## src/rtl/mem_wb_stage.sv

```systemverilog
`default_nettype none
// ============================================================================
//  Module   : mem_wb_stage
//  Purpose  : MEM/WB pipeline register with register-file writeback control,
//             WB-to-EX forwarding hit detection and a saturating
//             retired-instruction counter for the pipelined LEGv8 core.
//  Revision : 1.0  initial release
// ============================================================================
module mem_wb_stage #(
  parameter int DATA_W   = 64,
  parameter int ADDR_W   = 5,
  parameter int ZERO_REG = 31,
  parameter int CNT_W    = 32
) (
  input  logic              clk,
  input  logic              rst_n,
  input  logic              stall,
  input  logic              flush,
  input  logic              mem_valid,
  input  logic [DATA_W-1:0] mem_to_reg_data,
  input  logic [ADDR_W-1:0] mem_rd_addr,
  input  logic              mem_reg_write,
  input  logic [ADDR_W-1:0] ex_rn_addr,
  input  logic [ADDR_W-1:0] ex_rm_addr,
  output logic              wb_valid,
  output logic [DATA_W-1:0] wb_data,
  output logic [ADDR_W-1:0] wb_rd_addr,
  output logic              wb_reg_write,
  output logic              fwd_a_hit,
  output logic              fwd_b_hit,
  output logic [CNT_W-1:0]  retire_count
);

  // XZR index at register-address width; writes to it are discarded.
  localparam logic [ADDR_W-1:0] c_zero_reg = ADDR_W'(ZERO_REG);
  // Saturation ceiling of the retire counter.
  localparam logic [CNT_W-1:0]  c_cnt_max  = {CNT_W{1'b1}};

  // Stage registers and their next-state values.
  logic              valid_q, valid_d;
  logic [DATA_W-1:0] data_q,  data_d;
  logic [ADDR_W-1:0] rd_q,    rd_d;
  logic              rw_q,    rw_d;
  logic [CNT_W-1:0]  retire_count_q, retire_count_d;

  // An instruction is accepted into WB only on a free-running, unflushed edge.
  logic w_accept;
  logic w_write_en;

  assign w_accept = ~flush & ~stall;

  // Next stage contents: flush beats stall, stall beats a normal load.
  always_comb begin
    valid_d = valid_q;
    data_d  = data_q;
    rd_d    = rd_q;
    rw_d    = rw_q;
    if (flush) begin
      valid_d = 1'b0;
      data_d  = '0;
      rd_d    = '0;
      rw_d    = 1'b0;
    end else if (!stall) begin
      valid_d = mem_valid;
      data_d  = mem_to_reg_data;
      rd_d    = mem_rd_addr;
      // A bubble must never carry a write enable forward.
      rw_d    = mem_reg_write & mem_valid;
    end
  end

  // Retire count advances once per accepted real instruction and sticks at all-ones.
  always_comb begin
    retire_count_d = retire_count_q;
    if (w_accept && mem_valid && (retire_count_q != c_cnt_max)) begin
      retire_count_d = retire_count_q + 1'b1;
    end
  end

  // Stage register with asynchronous clear so outputs drop the moment reset asserts.
  always_ff @(posedge clk or negedge rst_n) begin
    if (!rst_n) begin
      valid_q        <= 1'b0;
      data_q         <= '0;
      rd_q           <= '0;
      rw_q           <= 1'b0;
      retire_count_q <= '0;
    end else begin
      valid_q        <= valid_d;
      data_q         <= data_d;
      rd_q           <= rd_d;
      rw_q           <= rw_d;
      retire_count_q <= retire_count_d;
    end
  end

  // Register-file write is suppressed for XZR; a stalled write simply repeats.
  assign w_write_en = valid_q & rw_q & (rd_q != c_zero_reg);

  // Forwarding looks only at registered WB state, never at the MEM inputs.
  assign fwd_a_hit    = w_write_en & (ex_rn_addr == rd_q);
  assign fwd_b_hit    = w_write_en & (ex_rm_addr == rd_q);

  assign wb_valid     = valid_q;
  assign wb_data      = data_q;
  assign wb_rd_addr   = rd_q;
  assign wb_reg_write = w_write_en;
  assign retire_count = retire_count_q;

endmodule
`default_nettype wire

```

## config.mk

```make
export PLATFORM = sky130hd
export DESIGN_NAME = mem_wb_stage
export DESIGN_NICKNAME = d
export VERILOG_FILES = /design/src/rtl/mem_wb_stage.sv
export SDC_FILE = /design/constraint.sdc
export NUM_CORES = 1
export LEC_CHECK = 0
export BUFFER_PORTS_ARGS = -buffer_cell sky130_fd_sc_hd__buf_2
export CORE_AREA = 2 2 98 100
export CTS_BUF_LIST = sky130_fd_sc_hd__clkbuf_8
export DETAILED_ROUTE_END_ITERATION = 16
export DIE_AREA = 0 0 100 102
export MAX_ROUTING_LAYER = met4
export PLACE_DENSITY = 0.82
export SLEW_MARGIN = 20
export SYNTH_ARGS = -nofsm -noshare
export SYNTH_HDL_FRONTEND = slang
export SYNTH_SLANG_ARGS = --single-unit
```

## constraint.sdc

```tcl
create_clock -name clk -period 3.5 [get_ports clk]
set_input_delay 0.175 -clock clk [delete_from_list [all_inputs] [get_ports clk]]
set_output_delay 0.175 -clock clk [all_outputs]
set_load 0.03 [all_outputs]
```

* Word level (Yosys, flattened, before mapping) *
Cells that the tools add are included.

word-level totals
  flip-flop bits (word level) = 103
  input bits = 85

operators by class
  eq/ne operators = 5
  $add $sub $neg = 1
  bitwise operators = 8
  muxes and demuxes = 8
  reductions and logical operators = 2

operators by type and width
  kind                                                   number
  two-way mux 64 bit                                     2
  adder 32 x 1 -> 32 bit, second input constant          1
  inequality test 32 bit, second input constant          1
  equality test 5 bit                                    2
  two-way mux 5 bit                                      2
  bitwise AND 1 bit                                      6
  inequality test 5 bit, second input constant           1
  two-way mux 1 bit                                      4
  logical AND 1 bit                                      2
  inequality test 2 x 1 -> 1 bit, second input constant  1
  NOT 1 bit                                              2

* Depth between registers and ports, before layout *
Gate-level depths: netlist of run 1.

  depth after elaboration = 4
  depth in mapped cells = 8

* Least setup slack after synthesis of run 1 *
OpenSTA, ideal clock, no wires.

  path type = reg2reg
  from = register retire_count_q[20], in the netlist retire_count[20]
  to = register retire_count_q[12], in the netlist retire_count[12]
  path slack = 1.382 ns
  period minus slack after synthesis = 2.118 ns
  arrival time = 1.981 ns
  buffers on the path = 1
  setup time = 0.137 ns
  data required time = 3.363 ns
  stages on the path, launching flop included = 7
  cells stage by stage = dfrtp_1 > nand4_1 > or4_4 > o31a_1 > buf_6 > and3_1 > xor2_1

on the way
  cells in the longest elaborated chain, start to end = 2

RTL lines
  what                    RTL line  text
  start, declared         44        logic [CNT_W-1:0] retire_count_q, retire_count_d;
  start signal, assigned  93        retire_count_q <= retire_count_d;
  inequality test 32 bit  75        if (w_accept && mem_valid && (retire_count_q != c_cnt_max)) begin
  logical AND 1 bit       75

No other way between the ends.
A chain may end at the register's enable or synchronous reset.

* Worst setup path in the final report of run 1 *
Ends and elaborated chain as after synthesis.

==> results of run 1 <==
## stage by stage
| stage | cells | total power, mW | util, % | worst slack, ps |
|---|---|---|---|---|
| 2_1_floorplan | 394 | 1.62 | - | 1380 |
| 3_3_place_gp | 677 | 1.79 | 60.5 | 1370 |
| 3_5_place_dp | 677 | 1.80 | 60.5 | 1270 |
| 4_1_cts | 693 | 2.51 | 62.6 | 1260 |
| 5_1_grt | 695 | 2.61 | 62.8 | 1070 |
| 6_report | 695 | 2.49 | 62.8 | 1260 |
## worst max-delay path: stages, from the launching register on
cell and delay [ps]:
dfrtp_1 460, nand4_1 150, or4_4 580, o31a_1 490
and3_1 300, xor2_1 150
## layout make-up
type | count | area [um2]
Sequential cell | 103 | 2580
Inverter | 4 | 15.0
Clock inverter | 5 | 38.8
Multi-Input combinational cell | 267 | 1810
Fill cell | 763 | 3390
Antenna cell | 1 | 2.50
Timing Repair Buffer | 193 | 991
Tap cell | 111 | 139
Clock buffer | 11 | 151
## logic make-up after synthesis
logic type | count (synthesis) | synth area share, %
xor gates and xnor gates | 41 | 7.99
AOI/OAI and AO/OA | 6 | 1.03
DFF | 103 | 57.3
muxes | 69 | 15.4
and+or+nand+nor | 150 | 15.5
adders and majority gates | 1 | 0.278
buffers and inverters | 24 | 2.50
## worst paths after layout
check | endpoint | startpoint | depth (start not counted)
worst max-delay path | retire_count[12] | retire_count[20] | 5
worst min-delay path | wb_data[47] | mem_to_reg_data[47] | 3
worst max register to register | retire_count[12] | retire_count[20] | 5
worst min register to register | retire_count[13] | retire_count[13] | 1
max in group asynchronous | wb_data[31] | rst_n | 3
min in group asynchronous | wb_data[56] | rst_n | 2
## synth_stat cells (all sizes together)
library cell	n
a21oi	2
inv	4
nor3	4
nand4	16
clkbuf	15
or2	1
ha	1
or2b	1
o31a	1
and3	9
nand3	15
xor2	15
nand2	13
nand3b	1
o31ai	1
mux2i	69
nor2	81
or3	1
xnor2	26
buf	5
nor4	6
o211ai	2
dfrtp	103
and4	1
or4	1
## report_power, final
group / internal (mW) / total, mW / switching (mW)
clock: 0.303 / 0.711 / 0.408
combinational: 0.159 / 0.455 / 0.296
sequential: 1.26 / 1.32 / 0.0666
## per-layer routing
layer,up-vias,part of all wire (%),routed length (um),GRT usage (%)
met2,148,49,5590,36.4
li1,1704,-,-,-
met5,-,0,0,-
met3,18,6.6,752,4.24
met4,0,2.0,227,7.90
met1,1768,42,4770,28.1
## flip-flops by register name, summed over array words and instances, names as in the netlist
signal,flops
retire_count,32
rw_q,1
wb_data,64
wb_rd_addr,5
wb_valid,1
==> results.md, run 1 <==
- Clock latency on the worst-skew pair: about 360 ps
- Die height: about 100 um
- Vias in the first global route: 3492
- Initial antenna violation count: 1
- Total leakage power: about 3.2 nW
- FMAX: between 400 and 500 MHz
- Finish-stage setup viols: 0
- Congestion Overflow GR: 0
- Final-report max-slew violation count: 0
- Post-CTS sizing: 0
- Sequential area share after synthesis: a little under three fifths
- Minimum hold slack: a little over 50 ps
- Rows: 35
- # DRC: 0
- Worst Path Arrival: 2490 ps
- Setup_tns: 0 ps
- Detail Route Antenna Nets: 0
- Clk root buf: clkbuf_8
- First-pass GRT wire length: 17.2 mm
- Cell Pwr Density: around 440 mW/mm2
- Area leader, netlist: dfrtp_1
- Period minus WS final: around 2200 ps
- Library cells used by synthesis: 31
- WL per Instance: ~16 um
- Most common cell after layout, fill and taps aside: buf_2
- Fin Clk Skew: ~9.6 ps
- Flop-to-flop setup slack: roughly 1300 ps
- CTS Buffer Depth: 2
- DRT Pass-1 Iters: 4
- DPL Wire Length: 8.25 mm
- Setup bufs post-CTS: 0
- Syn. warnings: 0
- Hold Fails Final Rpt: 0
- Vias post-DR: 3638
- Die area: about 0.01 mm2
- H-tree depth: 3
- Max_cap viols: 0
- Netlist Area Pre-Place: ~0.0045 mm2
- Most frequent cells in the layout: buf_2 (187), dfrtp_1 (103), nor2_1 (81)
- Initial DRC Count: about 100
- Vias per inst: approximately 5.2
- CTS buffer count: 9
- I/O Pins: 190
- CTS tree: built
- Post-CTS Hold Buffers: 0
- CP Class: flop to flop
- Area share of the largest cell type after synthesis: between 50% and 60%
- Area of placed instances: about 0.0055 mm2
- Min-Delay Path Class: input port to flop
- Peak VDD IR: roughly 290 uV
- Final GP Congestion: 0.891
- Syn-to-layout area delta: 27.2%
- Crit end category: flop
- Critical Path Fanout Max: 20
- Final wirelength: around 11 mm
- Worst-path clk slew: 100 ps
- Total Routing Usage GR: between 20 and 25%
- RSZ-0062 raised after global routing: no
- Worst-margin pin slew: roughly 840 ps
- Final worst-path cycle share: 64.1%
- Initial Utilization: about half
- Syn Inst Count: just under 400
- Synthesized area per cell: 11.4 um2
- Main area contributors after synthesis: dfrtp_1 (57%), mux2i_1 (15%), nor2_1 (6.8%)
- Layout cells sized above 1: between 30% and 40%
- Core region area: slightly above 0.009 mm2
- Final instance area: 0.00572 mm2
- Max-slew headroom: between 40% and 50%
- Outcome: complete, no violations
- Worst Setup Start Kind: flop
- Flops & latches, synth: between 100 and 150
- Syn_nets: 480
- Clk sinks: slightly above 100
- Fin nets: between 600 and 700
- Worst endpoint required time: around 3800 ps
- Port Buffer Count: approximately 190
- Die X: 100 um
- Largest net degree at the start of global routing: between 80 and 90
(Power assumes the default switching activity.)
==> run 2: changes to the inputs <==
Settings changed: CORE_AREA 2 2 98 100 to 2 2 99 101, DIE_AREA 0 0 100 102 to 0 0 101 103, PLACE_DENSITY 0.82 to 0.81.
Clock period 3.5 ns to 2.35 ns, I/O delays scaled along.
==> results.md, run 2 (synthesis gave the netlist of run 1 again) <==
- Final instance area: 0.00594 mm2 (+3.7%)
- Period minus WS final: 2150 ps (-94.4 ps)
- Initial antenna violation count: 0 (-1)
- First-pass GRT wire length: 17.5 mm (+2.1%)
- Vias in the first global route: 3615 (+3.5%)
- Top delay family on crit path: simple AND/OR/NAND/NOR gates
- Most frequent cells in the layout: buf_2 (187), dfrtp_1 (103), nor2_1 (81)
- Met1 Use GR: 26.4% (-1.6 points)
- Max reg flops: 64 (unchanged)
- Die X: 101 um (+1.0%)
- Largest net degree at the start of global routing: 72 (-16%)
- Clock latency on the worst-skew pair: 350 ps (about the same)
- Final GP Congestion: 0.861 (-3.4%)
- Setup slack after layout: 202 ps (-1060 ps)
- Min-Delay Path Class: input port to flop
- Setup bufs post-CTS: 0 (unchanged)
- Total Routing Usage GR: 22.2% (-0.078 points)
- CTS tree: built
- Vias per inst: 5.13 (-2.0%)
- CTS Buffer Depth: 2 (unchanged)
- Storage cell area: 0.00258 mm2 (unchanged)
- Most common cell after layout, fill and taps aside: buf_2
- Fin nets: 687 (+3.5%)
- CP max-delay cell: or4_4
- Worst-margin pin slew: 869 ps (+33.8 ps)
- Final wirelength: 11.5 mm (+0.99%)
- Fin Clk Skew: 7.15 ps (-2.43 ps)
- Vias post-DR: 3693 (+1.5%)
- H-tree depth: 3 (unchanged)
- Total Power: 3.67 mW (+47%)
- DPL Wire Length: 8.38 mm (+1.5%)
- Worst-path clk slew: 90 ps (about the same)
- I/O Pins: 190 (unchanged)
- CTS buffer count: 9 (unchanged)
- Met3 Usage GRT: 5.63% (+1.4 points)
- Clk sinks: 103 (unchanged)
- Crit end category: flop
- Layout cells sized above 1: 35.8% (-0.90 points)
- CP Class: flop to flop
- Initial Utilization: 47.5% (-1.8 points)
- Cell Pwr Density: 618 mW/mm2 (+42%)
- Finish-stage setup viols: 0 (unchanged)
- FMAX: 466 MHz (+4.4%)
- Area of the multi-input gates: 0.00181 mm2 (about the same)
- Die area: 0.0104 mm2 (+2.0%)
- Syn-to-layout area delta: 32.0%
- Port Buffer Count: 189 (unchanged)
- Worst endpoint required time: 2590 ps (-1160 ps)
- Core region area: 0.00946 mm2 (+3.8%)
- Congestion Overflow GR: 0 (unchanged)
- Met2 Usage GRT: 37.7% (+1.3 points)
- Worst slack at placement: 142 ps (-1130 ps)
- Worst Setup Start Kind: flop
- RSZ-0062 raised after global routing: no
- Slowest stage delay, CP: 570 ps (about the same)
- Setup_tns: 0 ps (unchanged)
- Rows: 36 (+2.9%)
- WL per Instance: 15.9 um (-2.5%)
- Max_cap viols: 0 (unchanged)
- Crit path cell chain: nand4_1, or4_4, o31a_2, and3_1, xor2_1
- Max-slew headroom: 42.1% (-2.3 points)
- Area of placed instances: 0.00556 mm2 (+0.84%)
- Peak VDD IR: 433 uV (+49%)
- Ant. Diodes: 0 (-1)
- Detail Route Antenna Nets: 0 (unchanged)
- Clk root buf: clkbuf_8
- Die height: 103 um (+0.98%)
- Initial DRC Count: 138 (+33%)
- Minimum hold slack: 17.4 ps (-34.0 ps)
- FILL cells: 758 (-0.66%)
- Worst Path Arrival: 2380 ps (-110 ps)
- Total leakage power: 3.33 nW (+3.2%)
- CP bufs+invs: 0 (unchanged)
- Final-report max-slew violation count: 0 (unchanged)
- Outcome: complete, no violations
- # DRC: 0 (unchanged)
- Critical Path Fanout Max: 20 (unchanged)
- DRT Pass-1 Iters: 5 (+1)
- Final worst-path cycle share: 91.4% (+27 points)
- Busiest grt layer: met2
- Hold Fails Final Rpt: 0 (unchanged)
==> run 2: routing by layer <==
metal  share of wire [%]  routed length (um)
met4                 1.6                 185
met2                  51                5800
met1                  41                4680
met3                 6.9                 793
met5                   0                   0
==> run 2: power by group <==
| group | internal (mW) | switching (mW) |
|---|---|---|
| registers | 1.87 | 0.0980 |
| logic | 0.262 | 0.448 |
| clock network | 0.433 | 0.555 |
==> run 2: final cells by class <==
cell class	instances	area share [%]
sequential	103	43.4
inverter	4	0.253
timing repair buffer	216	20.5
multi-input combinational	267	30.5
clock inverter	5	0.422
clock buffer	11	2.55
tap	114	2.40
==> run 2: path summary, 6_finish.rpt <==
kind / from / end / slack [ps] / cells past startpoint
min in group asynchronous: rst_n / wb_data[14] / 330 / 2
hold reg to reg: retire_count[10] / retire_count[10] / 510 / 1
setup reg to reg: retire_count[20] / retire_count[14] / 200 / 5
setup / recovery: retire_count[20] / retire_count[14] / 200 / 5
hold / removal: mem_to_reg_data[17] / wb_data[17] / 20 / 3
max in group asynchronous: rst_n / wb_data[20] / 1290 / 3
==> run 2: metrics by stage <==
| stage | utilization, % | std cells |
|---|---|---|
| floorplan | - | 394 |
| global placement | 58.8 | 684 |
| detailed placement | 58.8 | 684 |
| CTS | 62.5 | 718 |
| global route | 62.8 | 720 |
| finish | 62.8 | 720 |
==> run 2: timing repair <==
action / in CTS / in global routing
hold buffers: 18 / 2
hold endpoints to repair: 69 / 2
setup endpoints to repair: 0 / 5
gates resized for setup: 0 / 1
==> run 2: worst register-to-register path, cell delays in order (launching register included) <==
cell and delay [ps]:
dfrtp_1 480, nand4_1 150, or4_4 570, o31a_2 450
and3_1 250, xor2_1 140
